**src/rtl/addr_dec_pkg.sv**
```systemverilog
// Shared types for the N-unit address decoder: FSM state codes and response kinds.
package addr_dec_pkg;

    localparam logic [1:0] ST_IDLE   = 2'd0;
    localparam logic [1:0] ST_ACCESS = 2'd1;
    localparam logic [1:0] ST_RESP   = 2'd2;

    typedef enum logic [1:0] {
        RSP_OK      = 2'd0,
        RSP_DEC_ERR = 2'd1,
        RSP_TMO     = 2'd2
    } resp_e;

    function automatic logic resp_is_err(input resp_e rsp);
        return (rsp != RSP_OK);
    endfunction

endpackage

```
**src/rtl/unit_sel_decoder.sv**
```systemverilog
// Combinational unit index decoder: one-hot select plus in-range flag.
module unit_sel_decoder #(
    parameter int NUM_UNITS = 5,
    parameter int IDX_W     = 3
) (
    input  logic [IDX_W-1:0]     idx,
    output logic [NUM_UNITS-1:0] onehot,
    output logic                 in_range
);

    // One bit per unit; out-of-range indices produce an all-zero vector
    always_comb begin
        onehot   = '0;
        in_range = (int'(idx) < NUM_UNITS);
        for (int i = 0; i < NUM_UNITS; i++) begin
            onehot[i] = (int'(idx) == i);
        end
    end

endmodule

```
**src/rtl/unit_addr_decoder_n.sv**
```systemverilog
// Single-master to NUM_UNITS-slave request router with decode-error and
// ack-timeout responses; all outputs registered.
module unit_addr_decoder_n
    import addr_dec_pkg::*;
#(
    parameter int NUM_UNITS   = 5,
    parameter int ADDR_W      = 8,
    parameter int DATA_W      = 8,
    parameter int TIMEOUT_CYC = 16
) (
    input  logic                 clock,
    input  logic                 reset,
    input  logic                 valid_in,
    output logic                 ready_out,
    input  logic                 wr_rd_s_in,
    input  logic [ADDR_W-1:0]    addr_in,
    input  logic [DATA_W-1:0]    wr_data_in,
    output logic [DATA_W-1:0]    rd_data_out,
    output logic                 ack_out,
    output logic                 err_out,
    output logic [NUM_UNITS-1:0] sel_en_out,
    output logic                 wr_rd_s_out,
    output logic [ADDR_W-1:0]    addr_out,
    output logic [DATA_W-1:0]    wr_data_out,
    input  logic [DATA_W-1:0]    rd_data_in,
    input  logic [NUM_UNITS-1:0] ack_in
);

    localparam int IDX_W = $clog2(NUM_UNITS);
    localparam int CNT_W = $clog2(TIMEOUT_CYC);
    localparam logic [CNT_W-1:0] CNT_LAST = CNT_W'(TIMEOUT_CYC - 1);

    logic [1:0]           state_r,   state_s;
    logic [CNT_W-1:0]     cnt_r,     cnt_s;
    logic [NUM_UNITS-1:0] sel_en_r,  sel_en_s;
    logic                 wr_rd_r,   wr_rd_s;
    logic [ADDR_W-1:0]    addr_r,    addr_s;
    logic [DATA_W-1:0]    wr_data_r, wr_data_s;
    logic [DATA_W-1:0]    rd_data_r, rd_data_s;
    logic                 ack_r,     ack_s;
    logic                 err_r,     err_s;
    logic                 ready_r,   ready_s;
    resp_e                resp_s;

    logic [NUM_UNITS-1:0] dec_onehot_s;
    logic                 dec_in_range_s;
    logic                 ack_hit_s;

    unit_sel_decoder #(
        .NUM_UNITS (NUM_UNITS),
        .IDX_W     (IDX_W)
    ) u_sel_dec (
        .idx      (addr_in[ADDR_W-1 -: IDX_W]),
        .onehot   (dec_onehot_s),
        .in_range (dec_in_range_s)
    );

    // Only the selected unit's acknowledge counts; sel_en_r is the latched one-hot
    assign ack_hit_s = |(ack_in & sel_en_r);

    // Next-state and next-output computation for the request FSM
    always_comb begin
        state_s   = state_r;
        cnt_s     = cnt_r;
        sel_en_s  = sel_en_r;
        wr_rd_s   = wr_rd_r;
        addr_s    = addr_r;
        wr_data_s = wr_data_r;
        rd_data_s = rd_data_r;
        ack_s     = 1'b0;
        resp_s    = RSP_OK;
        case (state_r)
            ST_IDLE: begin
                if (valid_in) begin
                    wr_rd_s   = wr_rd_s_in;
                    addr_s    = addr_in;
                    wr_data_s = wr_data_in;
                    cnt_s     = '0;
                    if (dec_in_range_s) begin
                        state_s  = ST_ACCESS;
                        sel_en_s = dec_onehot_s;
                    end else begin
                        state_s   = ST_RESP;
                        sel_en_s  = '0;
                        ack_s     = 1'b1;
                        resp_s    = RSP_DEC_ERR;
                        rd_data_s = '0;
                    end
                end else begin
                    state_s = ST_IDLE;
                end
            end
            ST_ACCESS: begin
                // An ack on the final counted cycle still completes without error
                if (ack_hit_s) begin
                    state_s   = ST_RESP;
                    sel_en_s  = '0;
                    ack_s     = 1'b1;
                    rd_data_s = wr_rd_r ? '0 : rd_data_in;
                end else if (cnt_r == CNT_LAST) begin
                    state_s   = ST_RESP;
                    sel_en_s  = '0;
                    ack_s     = 1'b1;
                    resp_s    = RSP_TMO;
                    rd_data_s = '0;
                end else begin
                    cnt_s = cnt_r + CNT_W'(1);
                end
            end
            ST_RESP: begin
                state_s = ST_IDLE;
            end
            default: begin
                state_s  = ST_IDLE;
                sel_en_s = '0;
            end
        endcase
        err_s   = ack_s & resp_is_err(resp_s);
        ready_s = (state_s == ST_IDLE);
    end

    // State and registered outputs; reset abandons any transaction in flight
    always_ff @(posedge clock or posedge reset) begin
        if (reset) begin
            state_r   <= ST_IDLE;
            cnt_r     <= '0;
            sel_en_r  <= '0;
            wr_rd_r   <= 1'b0;
            addr_r    <= '0;
            wr_data_r <= '0;
            rd_data_r <= '0;
            ack_r     <= 1'b0;
            err_r     <= 1'b0;
            ready_r   <= 1'b1;
        end else begin
            state_r   <= state_s;
            cnt_r     <= cnt_s;
            sel_en_r  <= sel_en_s;
            wr_rd_r   <= wr_rd_s;
            addr_r    <= addr_s;
            wr_data_r <= wr_data_s;
            rd_data_r <= rd_data_s;
            ack_r     <= ack_s;
            err_r     <= err_s;
            ready_r   <= ready_s;
        end
    end

    assign ready_out   = ready_r;
    assign sel_en_out  = sel_en_r;
    assign wr_rd_s_out = wr_rd_r;
    assign addr_out    = addr_r;
    assign wr_data_out = wr_data_r;
    assign rd_data_out = rd_data_r;
    assign ack_out     = ack_r;
    assign err_out     = err_r;

endmodule

```
**config.mk**
```make
export PLATFORM = sky130hd
export DESIGN_NAME = unit_addr_decoder_n
export DESIGN_NICKNAME = d
export VERILOG_FILES = /design/src/rtl/addr_dec_pkg.sv /design/src/rtl/unit_sel_decoder.sv /design/src/rtl/unit_addr_decoder_n.sv
export SDC_FILE = /design/constraint.sdc
export NUM_CORES = 1
export LEC_CHECK = 0
export ABC_AREA = 1
export CELL_PAD_IN_SITES_DETAIL_PLACEMENT = 0
export CELL_PAD_IN_SITES_GLOBAL_PLACEMENT = 1
export CORE_AREA = 4 4 78 80
export CTS_BUF_LIST = sky130_fd_sc_hd__clkbuf_8
export CTS_CLUSTER_SIZE = 24
export DETAILED_ROUTE_END_ITERATION = 12
export DIE_AREA = 0 0 82 84
export GPL_TIMING_DRIVEN = 0
export HOLD_SLACK_MARGIN = 0.15
export PLACE_DENSITY_LB_ADDON = 0.1
export SLEW_MARGIN = 40
export SYNTH_ARGS = -nofsm -noshare
export SYNTH_HDL_FRONTEND = slang
export SYNTH_HIERARCHICAL = 1
export SYNTH_SLANG_ARGS = --single-unit
```
**constraint.sdc**
```tcl
create_clock -name clock -period 1.8 [get_ports clock]
set_input_delay 0.36 -clock clock [delete_from_list [all_inputs] [get_ports clock]]
set_output_delay 0.36 -clock clock [all_outputs]
set_load 0.01 [all_outputs]
```
After elaboration in Yosys (flattened, before gate mapping) --
Cells that the tools add are included.
Storage, ports and cells: register bits 39, output and inout port bits 33, word-level logic and storage cells 67
Operators by class: $add $sub $neg 1, magnitude comparators 1, equal/unequal tests 12, multiplexer cells 30, bitwise logic cells 3, reduce and logical (&&, ||, !) cells 10
Operators by type and width (number):
- $mux 8 | 5
- $mux 5 | 4
- $pmux 8 s2 | 1
- $pmux 5 s3 | 1
- $mux 2 | 6
- $mux 4 | 3
- $eq 3x3->1 const B | 3
- $ne 2x2->1 const B | 4
- $pmux 2 s2 | 2
- $pmux 4 s2 | 1
- $reduce_and 4->1 | 2
- $mux 1 | 6
- $and 5x5->5 | 1
- $reduce_or 5->1 | 1
- $add 4x1->4 const B | 1
- $eq 4x4->1 const B | 1
- $logic_not 2->1 | 2
- $reduce_bool 2->1 | 2
- $eq 3x2->1 const B | 1
- $logic_not 3->1 | 1
- $lt 3x3->1 const B | 1
- $ne 3x3->1 const B | 1
- $reduce_and 3->1 | 1
- $eq 2x1->1 const B | 1
- 5 further kinds | 5

Longest topological paths before layout --
Gate-level depths: netlist (run 1).
word-level depth 6, depth in mapped cells 8, gate-level depth less buffers 8

Hierarchy --
Netlist (run 1), hierarchy kept.
By module, submodules not included:
- unit_addr_decoder_n | times used 1, cells an instance 167, area an instance 1709.1 µm², sequential area each 977.2 µm²
- unit_sel_decoder | times used 1, cells an instance 12, area an instance 47.5 µm², sequential area each 0.0 µm²

Worst setup path after synthesis (run 1) --
OpenSTA, ideal clock, no wires.
path type register -> register, from register cnt_r[0], to register rd_data_r[0] (netlist: rd_data_out[0]), setup time 0.117 ns, data arrival time 1.174 ns, data required time 1.683 ns, slack 0.509 ns, stages on the path, launching flop included 8, path buffers 1, clock period less this slack 1.291 ns, cells stage by stage dfrtp_1 -> ha_1 -> nand3_1 -> nor2_1 -> a21oi_2 -> buf_4 -> nand3_1 -> nand2_1
Between the ends: cells in the longest elaborated chain, start to end 3
Ends and longest elaborated chain:
- start, declared | line unit_addr_decoder_n.sv:34 | logic [CNT_W-1:0] cnt_r, cnt_s;
- start signal, assigned | line unit_addr_decoder_n.sv:137 | cnt_r <= cnt_s;
- $eq 4x4->1 | line unit_addr_decoder_n.sv:100 | end else if (cnt_r == CNT_LAST) begin
- $ne 3x3->1 (no line)
- $reduce_and 4->1 (no line)
- end signal, assigned | line unit_addr_decoder_n.sv:142 | rd_data_r <= rd_data_s;
- end, declared | line unit_addr_decoder_n.sv:39 | logic [DATA_W-1:0] rd_data_r, rd_data_s;
No other way between the ends. A chain may end at the register's enable or synchronous reset.

Worst setup path after layout (run 1) --
from register ready_r (netlist: ready_out), to output port ready_out
RTL lines:
- start, declared | line unit_addr_decoder_n.sv:42 | logic ready_r, ready_s;
- start signal, assigned | line unit_addr_decoder_n.sv:145 | ready_r <= ready_s;
- end, declared | line unit_addr_decoder_n.sv:14 | output logic ready_out,
No word-level cell between the ends.

==> metrics.md, run 1 <==
| Metric | Value |
|---|---|
| Outcome | finished, final reports clean |
| Final Hold Viols | 0 |
| Initial Utilization | 32.5% |
| Setup TNS | 0 ns |
| Post-CTS Hold Buffers | 0 |
| Seq pwr share | 36.3% |
| Layout Nets | 285 |
| CP Capture Type | output pin |
| WL final | 4070 um |
| NetSw | 1350 uW |
| Antenna-violating nets left | 0 |
| Crit path buf inv count | 1 |
| Final worst path period need | 1.68 ns |
| Post-cts resize count | 0 |
| Total GRT Usage | 13.1% |
| DP Worst Slack | -0.0848 ns |
| Fin crit share | 93.4% |
| Worst slew pin tran | 0.483 ns |
| Global-route wire length before repair | 7100 um |
| Setup Buffers After CTS | 0 |
| Antenna violations before repair | 0 |
| CP max stage cell | dfstp_2 |
| RSZ-0062 raised after global routing | false |
| Clock group share of total power | 18.9% |
| Max_slew headroom | 67.8% |
| Largest stage delay, worst path | 0.52 ns |
| Initial DRC count | 52 |
| Internal | 2640 uW |
| CTS Buf Count | 5 |
| Mapped Avg Cell Area | 9.81 um2 |
| Register area share after synthesis | 55.6% |
| Maximum VDD drop | 0.000770 V |
| Pin count of the biggest net entering global routing | 40 |
| Die Footprint | 6890 um2 |
| GR met3 Demand/Resource | 6.05% |
| Area growth syn-to-layout | 49.0% |
| PwrDens | 1520 nW/um2 |
| WL/cell | 12.6 um |
| Fmax | 595 MHz |
| Syn Inst Count | 179 |
| Worst-Skew Late Latency | 0.29 ns |
| Worst setup path category | reg -> out |
| Via count | 1,453 |
| Layout Cells excl Fill | 324 |
| ANT cells | 0 |
| Startpoint class of the critical path | flip-flop |
| Distinct cells, synth | 27 |
| Placed cells | 316 |
| Critical Path, Cell by Cell | clkdlybuf4s50_1 |
| Clk root buf | clkbuf_8 |
| H-tree lvl count | 2 |
| Routing usage on met1 | 15.8% |
| Gr busiest metal | met2 |
| Sw Share | 33.9% |
| # rows | 27 |
| Max Buffers Root-to-Sink | 2 |
| Top delay family on crit path | flip-flops |
| CTS Sinks | 39 |
| Layout cells sized above 1 | 13.5% |
| Setup violators final | 0 |
| Residual DRC | 0 |
| Number of I/O pins | 66 |
| DIE HEIGHT | 84 um |
| Core area | 5410 um2 |
| 1st-pass router iterations | 4 |
| Synthesized Nets | 213 |
| MaxCap Viol Count | 0 |
| Final worst slack | 0.118 ns |
| Gp weighted congestion | 0.810 |
| Synthesis Warnings | 6 |
| Req. time, crit path | 1.44 ns |
| Synthesized area | 1760 um2 |
| Slew Limit Fails | 0 |
| Total grt overflow | 0 |
| Worst EP arrival | 1.32 ns |
| Max FO, Critical Path | 1 |
| Hpwl dp | 3060 um |
| IO Port Bufs | 65 |
| CTS tree | done |
| Vias per cell | 4.48 |
| Grt met2 use | 20.9% |
| Post-synthesis register bit count | 39 |
| Number of global-route vias before repair | 1,598 |
| Clk pin slew, worst setup/hold paths | 0.08 ns |
| Worst hold path class | in -> async |
| Skew final | 0.00359 ns |
| Die X | 82 um |
| Part of the power in combinational logic | 44.8% |
| Static Leak | 0.00124 uW |
==> synth_stat cells <==
master	number	area share [%]
nand2_1	47	10
nand4_2	1	0.71
ha_1	1	0.71
dfrtp_1	38	54
clkinv_1	1	0.21
nor2_4	1	0.64
o21ai_1	1	0.28
mux2_2	8	5.1
nand4_1	11	3.9
nand3_1	18	5.1
xnor2_1	1	0.50
o21ai_0	1	0.28
buf_4	2	0.85
buf_2	1	0.28
dfstp_2	1	1.5
nor2_2	3	1.1
nand2_2	3	1.1
nor2_1	16	3.4
a21oi_1	1	0.28
buf_6	1	0.64
nand2_4	1	0.64
inv_2	2	0.43
mux2_1	8	5.1
a21oi_2	1	0.50
nor3_1	1	0.28
xor2_1	1	0.50
inv_1	8	1.7
==> per-stage QoR <==
stage	utilization, %	hold WS [ns]	area [um2]	power, uW
detailed placement	46.3	0.481	2500	3290
finish	48.4	0.448	2620	3990
global placement	46.2	0.472	2500	3280
floorplan	-	0.451	1760	2360
CTS	48.4	0.460	2620	4070
global route	48.4	0.496	2620	4300
==> power by group through the flow <==
stage / Sequential [uW] / Clock (uW) / Combinational [uW]
floorplan: 1610 / 0 / 752
global placement: 1460 / 0 / 1820
detailed placement: 1470 / 0 / 1820
CTS: 1460 / 790 / 1830
global route: 1510 / 821 / 1970
finish: 1450 / 754 / 1790
==> cells in the final DEF (no fill, tap or decap), drive strengths merged <==
| master | netlist | layout |
|---|---|---|
| nand3 | 18 | 18 |
| buf | 4 | 4 |
| nand4 | 12 | 12 |
| nor3 | 1 | 1 |
| o21ai | 2 | 2 |
| xnor2 | 1 | 1 |
| nor2 | 20 | 20 |
| mux2 | 16 | 16 |
| clkdlybuf4s50 | 0 | 65 |
| bufinv | 0 | 1 |
| dfrtp | 38 | 38 |
| clkbuf | 0 | 6 |
| inv | 10 | 10 |
| ha | 1 | 1 |
| xor2 | 1 | 1 |
| clkinv | 1 | 2 |
| a21oi | 2 | 2 |
| nand2 | 51 | 51 |
| dfstp | 1 | 1 |
==> final timing paths <==
path                                             from                          to  slack [ns]  cells after the start
min                                             reset  wr_data_out[6]$_DFFE_PP0P_        0.45                      2
max in group asynchronous                       reset         ready_out$_DFF_PP1_        0.99                      2
min reg2reg                wr_data_out[0]$_DFFE_PP0P_  wr_data_out[0]$_DFFE_PP0P_        0.49                      1
max reg2reg                      cnt_r[0]$_DFFE_PP0P_        cnt_r[1]$_DFFE_PP0P_        0.33                      7
max                               ready_out$_DFF_PP1_                   ready_out        0.12                      1
min in group clock         wr_data_out[0]$_DFFE_PP0P_  wr_data_out[0]$_DFFE_PP0P_        0.49                      1
==> final cells by class <==
type / instances / area, um2
buffer: 4 / 31.3
tap: 72 / 90.1
inverter: 11 / 43.8
clock inverter: 2 / 35.0
clock buffer: 6 / 82.6
sequential: 39 / 977
fill: 535 / 2790
multi-input combinational: 125 / 707
timing repair buffer: 65 / 651
==> state kept, by name (all words and copies together), names as in the netlist <==
name and count:
addr_out 8, rd_data_out 8, wr_data_out 8, sel_en_out 5, cnt_r 4, state_r 2
ack_out 1, err_out 1, ready_out 1, wr_rd_s_out 1
==> cells by family after synthesis <==
kind of cell / after synthesis / synth area share [%]
buffers and inverters: 15 / 4.13
muxes: 16 / 10.3
and+or+nand+nor: 102 / 26.9
AOI/OAI and AO/OA: 4 / 1.35
xor gates and xnor gates: 2 / 0.997
adders and majority gates: 1 / 0.712
DFF: 39 / 55.6
==> metal layers <==
layer  wire, um  vias to the layer above  part of all wire, %
li1           -                      735                    -
met1       1740                      668                   43
met2       1910                       46                   47
met3        387                        4                  9.5
met4         30                        0                 0.74
met5          0                        -                    0
(Power assumes the default switching activity.)
==> run 2, diff against run 1 <==
CTS_CLUSTER_DIAMETER = 80   (was unset)
REMOVE_ABC_BUFFERS = 1   (was unset)
==> metrics.md, run 2 (synthesis results as in run 1) <==
| Metric | Value |
|---|---|
| Crit. Startpoint | ready_out$_DFF_PP1_ |
| Max Buffers Root-to-Sink | 2 (unchanged) |
| Clk root buf | clkbuf_8 |
| Setup Buffers After CTS | 0 (unchanged) |
| H-tree lvl count | 2 (unchanged) |
| Worst-Skew Late Latency | 0.29 ns (about the same) |
| PwrDens | 1480 nW/um2 (-2.9%) |
| Largest stage delay, worst path | 0.52 ns (about the same) |
| DIE HEIGHT | 84 um (unchanged) |
| Critical Path, Cell by Cell | clkdlybuf4s50_1 |
| Most common cell after layout, fill and taps aside | clkdlybuf4s50_1 |
| Sw Share | 36.2% (+2.3 points) |
| IO Port Bufs | 65 (unchanged) |
| Worst slew pin tran | 0.483 ns (+0.000581 ns) |
| Total grt overflow | 0 (unchanged) |
| R2r startpoint | cnt_r[0]$_DFFE_PP0P_ |
| Setup violators final | 0 (unchanged) |
| Grt met2 use | 19.2% (-1.7 points) |
| Worst setup path category | reg -> out |
| Initial Utilization | 32.5% (unchanged) |
| ANT cells | 0 (unchanged) |
| Total GRT Usage | 12.8% (-0.29 points) |
| Die X | 82 um (unchanged) |
| Outcome | finished, final reports clean |
| Fmax | 595 MHz (about the same) |
| Die Footprint | 6890 um2 (unchanged) |
| Top delay family on crit path | flip-flops |
| Maximum VDD drop | 0.000603 V (-22%) |
| Clock group share of total power | 15.4% (-3.5 points) |
| Clk pin slew, worst setup/hold paths | 0.08 ns (about the same) |
| Pwr Total | 3800 uW (-4.7%) |
| CTS tree | done |
| Max FO, Critical Path | 1 (unchanged) |
| Startpoint class of the critical path | flip-flop |
| Number of I/O pins | 66 (unchanged) |
| CP Capture Type | output pin |
| Req. time, crit path | 1.44 ns (about the same) |
| Layout cells sized above 1 | 12.1% (-1.4 points) |
| Final Hold Viols | 0 (unchanged) |
| Gr busiest metal | met2 |
| # rows | 27 (unchanged) |
| Fin crit share | 93.4% (about the same) |
| Internal | 2430 uW (-7.9%) |
| Max_slew headroom | 67.8% (about the same) |
| Slew Limit Fails | 0 (unchanged) |
| Routing usage on met1 | 15.8% (+0.039 points) |
| Residual DRC | 0 (unchanged) |
| Static Leak | 0.00121 uW (-2.5%) |
| MaxCap Viol Count | 0 (unchanged) |
| CTS Sinks | 39 (unchanged) |
| Layout Nets | 281 (-1.4%) |
| CTS Buf Count | 5 (unchanged) |
| Global-route wire length before repair | 6800 um (-4.3%) |
| Most frequent cells in the layout | clkdlybuf4s50_1, nand2_1, dfrtp_1, nand3_1, nor2_1 |
| Vias per cell | 4.58 (+2.2%) |
| 1st-pass router iterations | 4 (unchanged) |
| Final worst path period need | 1.68 ns (+0.000224 ns) |
| Worst EP arrival | 1.32 ns (about the same) |
| Antenna-violating nets left | 0 (unchanged) |
| Skew final | 0.00736 ns (+0.00377 ns) |
| Fillers | 541 (+1.1%) |
| Seq pwr share | 38.2% (+1.9 points) |
| Area growth syn-to-layout | 46.2% |
| Antenna violations before repair | 0 (unchanged) |
| Initial DRC count | 73 (+40%) |
| Number of global-route vias before repair | 1,439 (-9.9%) |
| Hpwl dp | 3000 um (-1.8%) |
| Worst hold path class | in -> async |
| WL final | 4120 um (+1.2%) |
| WL/cell | 12.9 um (+2.4%) |
| GR met3 Demand/Resource | 5.72% (-0.32 points) |
| RSZ-0062 raised after global routing | false |
| Part of the power in combinational logic | 46.4% (+1.6 points) |
| Gp weighted congestion | 0.756 (-6.7%) |
| Setup TNS | 0 ns (unchanged) |
| NetSw | 1380 uW (+1.7%) |
| CP max stage cell | dfstp_2 |
| Via count | 1,466 (+0.89%) |
| Pin count of the biggest net entering global routing | 40 (unchanged) |
| Core area | 5410 um2 (unchanged) |
| Crit path buf inv count | 1 (unchanged) |
[run 2: per-layer routing]
layer  vias to the layer above  routed length, um
li1                        735                  -
met1                       689               1790
met2                        37               1950
met3                         5                335
met4                         0                 51
met5                         -                  0
[run 2: final timing paths]
kind	cells past startpoint	to	slack [ns]
setup / recovery	1	ready_out	0.12
hold / removal	2	addr_out[1]$_DFFE_PP0P_	0.44
max in group asynchronous	2	ready_out$_DFF_PP1_	0.99
min in group clock	1	wr_data_out[4]$_DFFE_PP0P_	0.49
setup reg to reg	7	cnt_r[2]$_DFFE_PP0P_	0.28
hold reg to reg	1	wr_data_out[4]$_DFFE_PP0P_	0.49
[run 2: layout make-up]
type                       instances  area, um2  share of cell area [%]
sequential                        39        977                    38.0
multi-input combinational        125        722                    28.1
timing repair buffer              65        651                    25.3
tap                               72       90.1                    3.51
clock buffer                       5       68.8                    2.68
inverter                          11       43.8                    1.70
clock inverter                     3       16.3                   0.633
[run 2: metrics by stage]
stage               hold slack, ns  setup WS [ns]  utilization, %  instances  cell area, um2
floorplan                    0.451          0.410               -        175            1730
global placement             0.472         -0.408            45.6        312            2470
detailed placement           0.480         -0.247            45.7        312            2470
CTS                          0.461         0.0645            47.3        320            2560
global route                 0.483         0.0843            47.5        320            2570
finish                       0.441          0.118            47.5        320            2570
[run 2: power groups by stage]
| stage | logic [uW] | clock network [uW] | registers, uW |
|---|---|---|---|
| detailed placement | 1780 | 0 | 1470 |
| global route | 1960 | 645 | 1500 |
| floorplan | 713 | 0 | 1610 |
| finish | 1760 | 587 | 1450 |
| CTS | 1790 | 614 | 1460 |
| global placement | 1770 | 0 | 1460 |
[run 2: repair_timing]
item / in CTS / in global routing
hold buffers: 0 / 0
setup endpoints to repair: 4 / 5
gates resized for setup: 1 / 2
==> run 3, diff against run 2 <==
CORE_AREA = 4 4 57 111   (was 4 4 78 80)
DIE_AREA = 0 0 61 115   (was 0 0 82 84)
==> metrics.md, run 3 (synthesis results as in run 1) <==
| Metric | Value |
|---|---|
| Final Hold Viols | 0 (unchanged) |
| Critical Path, Cell by Cell | clkdlybuf4s50_1 |
| Top delay family on crit path | flip-flops |
| Vias per cell | 4.80 (+4.7%) |
| Final Util | 47.7% (+0.19 points) |
| WL final | 4460 um (+8.3%) |
| Worst hold path class | in -> async |
| Total GRT Usage | 14.5% (+1.7 points) |
| # rows | 38 (+41%) |
| Fillers | 560 (+3.5%) |
| RSZ-0062 raised after global routing | false |
| Static Leak | 0.00122 uW (+1.3%) |
| Worst setup path category | reg -> out |
| Clk root buf | clkbuf_8 |
| Antenna-violating nets left | 0 (unchanged) |
| Layout Nets | 281 (unchanged) |
| Setup TNS | 0 ns (unchanged) |
| Design Area, Final | 2590 um2 (+0.68%) |
| ANT cells | 0 (unchanged) |
| IO Port Bufs | 65 (unchanged) |
| Final worst path period need | 1.69 ns (+0.00484 ns) |
| Die X | 61 um (-26%) |
| Number of I/O pins | 66 (unchanged) |
| Req. time, crit path | 1.44 ns (about the same) |
| CP max stage cell | dfstp_2 |
| Area growth syn-to-layout | 47.2% |
| Setup violators final | 0 (unchanged) |
| MaxCap Viol Count | 0 (unchanged) |
| Skew final | 0.00698 ns (-0.000379 ns) |
| Multi-input gate area | 722 um2 (unchanged) |
| CTS Sinks | 39 (unchanged) |
| R2r startpoint | cnt_r[0]$_DFFE_PP0P_ |
| Setup Buffers After CTS | 0 (unchanged) |
| Placed cell areas | 2450 um2 (-0.61%) |
| Gp weighted congestion | 0.746 (-1.4%) |
| Hpwl dp | 3400 um (+13%) |
| Clk pin slew, worst setup/hold paths | 0.08 ns (about the same) |
| Pwr Total | 4000 uW (+5.3%) |
| Via count | 1,478 (+0.82%) |
| Initial Utilization | 32.4% (-0.090 points) |
| Worst EP arrival | 1.33 ns (about the same) |
| Residual DRC | 0 (unchanged) |
| Worst-Skew Late Latency | 0.29 ns (about the same) |
| Core area | 5420 um2 (+0.28%) |
| PwrDens | 1550 nW/um2 (+4.5%) |
| Reg2reg path depth | 7 (unchanged) |
| Startpoint class of the critical path | flip-flop |
| Total grt overflow | 0 (unchanged) |
| Layout cells sized above 1 | 12.5% (+0.40 points) |
| Max Buffers Root-to-Sink | 2 (unchanged) |
| Die Footprint | 7020 um2 (+1.8%) |
| Fmax | 593 MHz (-0.29%) |
| H-tree lvl count | 2 (unchanged) |
| Antenna violations before repair | 0 (unchanged) |
| Slew Limit Fails | 0 (unchanged) |
| Largest stage delay, worst path | 0.52 ns (about the same) |
| CTS Buf Count | 5 (unchanged) |
| Fin crit share | 93.7% (+0.27 points) |
| Initial DRC count | 32 (-56%) |
| Max_slew headroom | 66.4% (-1.4 points) |
| Setup slack, reg-to-reg | 0.24 ns (-0.04 ns) |
| Number of global-route vias before repair | 1,593 (+11%) |
| Placed cells | 300 (-3.8%) |
| Maximum VDD drop | 0.000755 V (+25%) |
| Layout Cells excl Fill | 308 (-3.8%) |
| Pin count of the biggest net entering global routing | 40 (unchanged) |
| Global-route wire length before repair | 7510 um (+10%) |
| Crit path buf inv count | 1 (unchanged) |
| WL/cell | 14.5 um (+13%) |
| CTS tree | done |
| Outcome | finished, final reports clean |
| Worst slew pin tran | 0.504 ns (+0.0212 ns) |
| DIE HEIGHT | 115 um (+37%) |
| Most frequent cells in the layout | clkdlybuf4s50_1, nand2_1, dfrtp_1, nand3_1, nor2_1 |
| Most common cell after layout, fill and taps aside | clkdlybuf4s50_1 |
| Max FO, Critical Path | 1 (unchanged) |
| CP Capture Type | output pin |
| Register area | 977 um2 (unchanged) |
| 1st-pass router iterations | 3 (-1) |
| Reg2reg end | cnt_r[2]$_DFFE_PP0P_ |
run 3: final cells by class:
| cell class | instances | share of cell area (%) |
|---|---|---|
| timing repair buffer | 65 | 25.2 |
| multi-input combinational | 125 | 27.9 |
| sequential | 39 | 37.8 |
| inverter | 11 | 1.69 |
| tap | 60 | 2.90 |
| clock buffer | 6 | 3.19 |
| clock inverter | 2 | 1.35 |
run 3: report_power, final:
part	internal, uW	total [uW]	switching, uW
clock network	449	767	318
logic	920	1780	859
registers	1240	1460	215
run 3: through the flow:
stage,worst slack [ns],hold slack (ns)
3_3_place_gp,-0.406,0.473
6_report,0.113,0.453
4_1_cts,0.0391,0.462
3_5_place_dp,-0.278,0.481
2_1_floorplan,0.410,0.451
5_1_grt,0.0539,0.493
run 3: worst max-delay path by stage:
stage | depth (start not counted) | start | end
after floorplan | 8 | sel_en_out[1]$_DFFE_PP0P_ | cnt_r[0]$_DFFE_PP0P_
after global placement | 2 | reset | cnt_r[3]$_DFFE_PP0P_
after detailed placement | 9 | ack_in[3] | cnt_r[1]$_DFFE_PP0P_
after CTS | 9 | ack_in[3] | cnt_r[1]$_DFFE_PP0P_
after global routing | 9 | ack_in[2] | cnt_r[0]$_DFFE_PP0P_
final | 1 | ready_out$_DFF_PP1_ | ready_out
run 3: repair_timing:
action,in CTS,in global routing
endpoints found under the setup margin,4,7
hold buffers,0,0
resized for setup,1,2
run 3: metal layers:
metal  GRT usage [%]  vias to the layer above  routed length [um]  share of wire, %
li1                -                      727                   -                 -
met1            14.3                      706                1610                36
met2            27.3                       37                2560                57
met3            3.15                        8                 211               4.7
met4            6.08                        0                  85               1.9
met5               0                        -                   0                 0
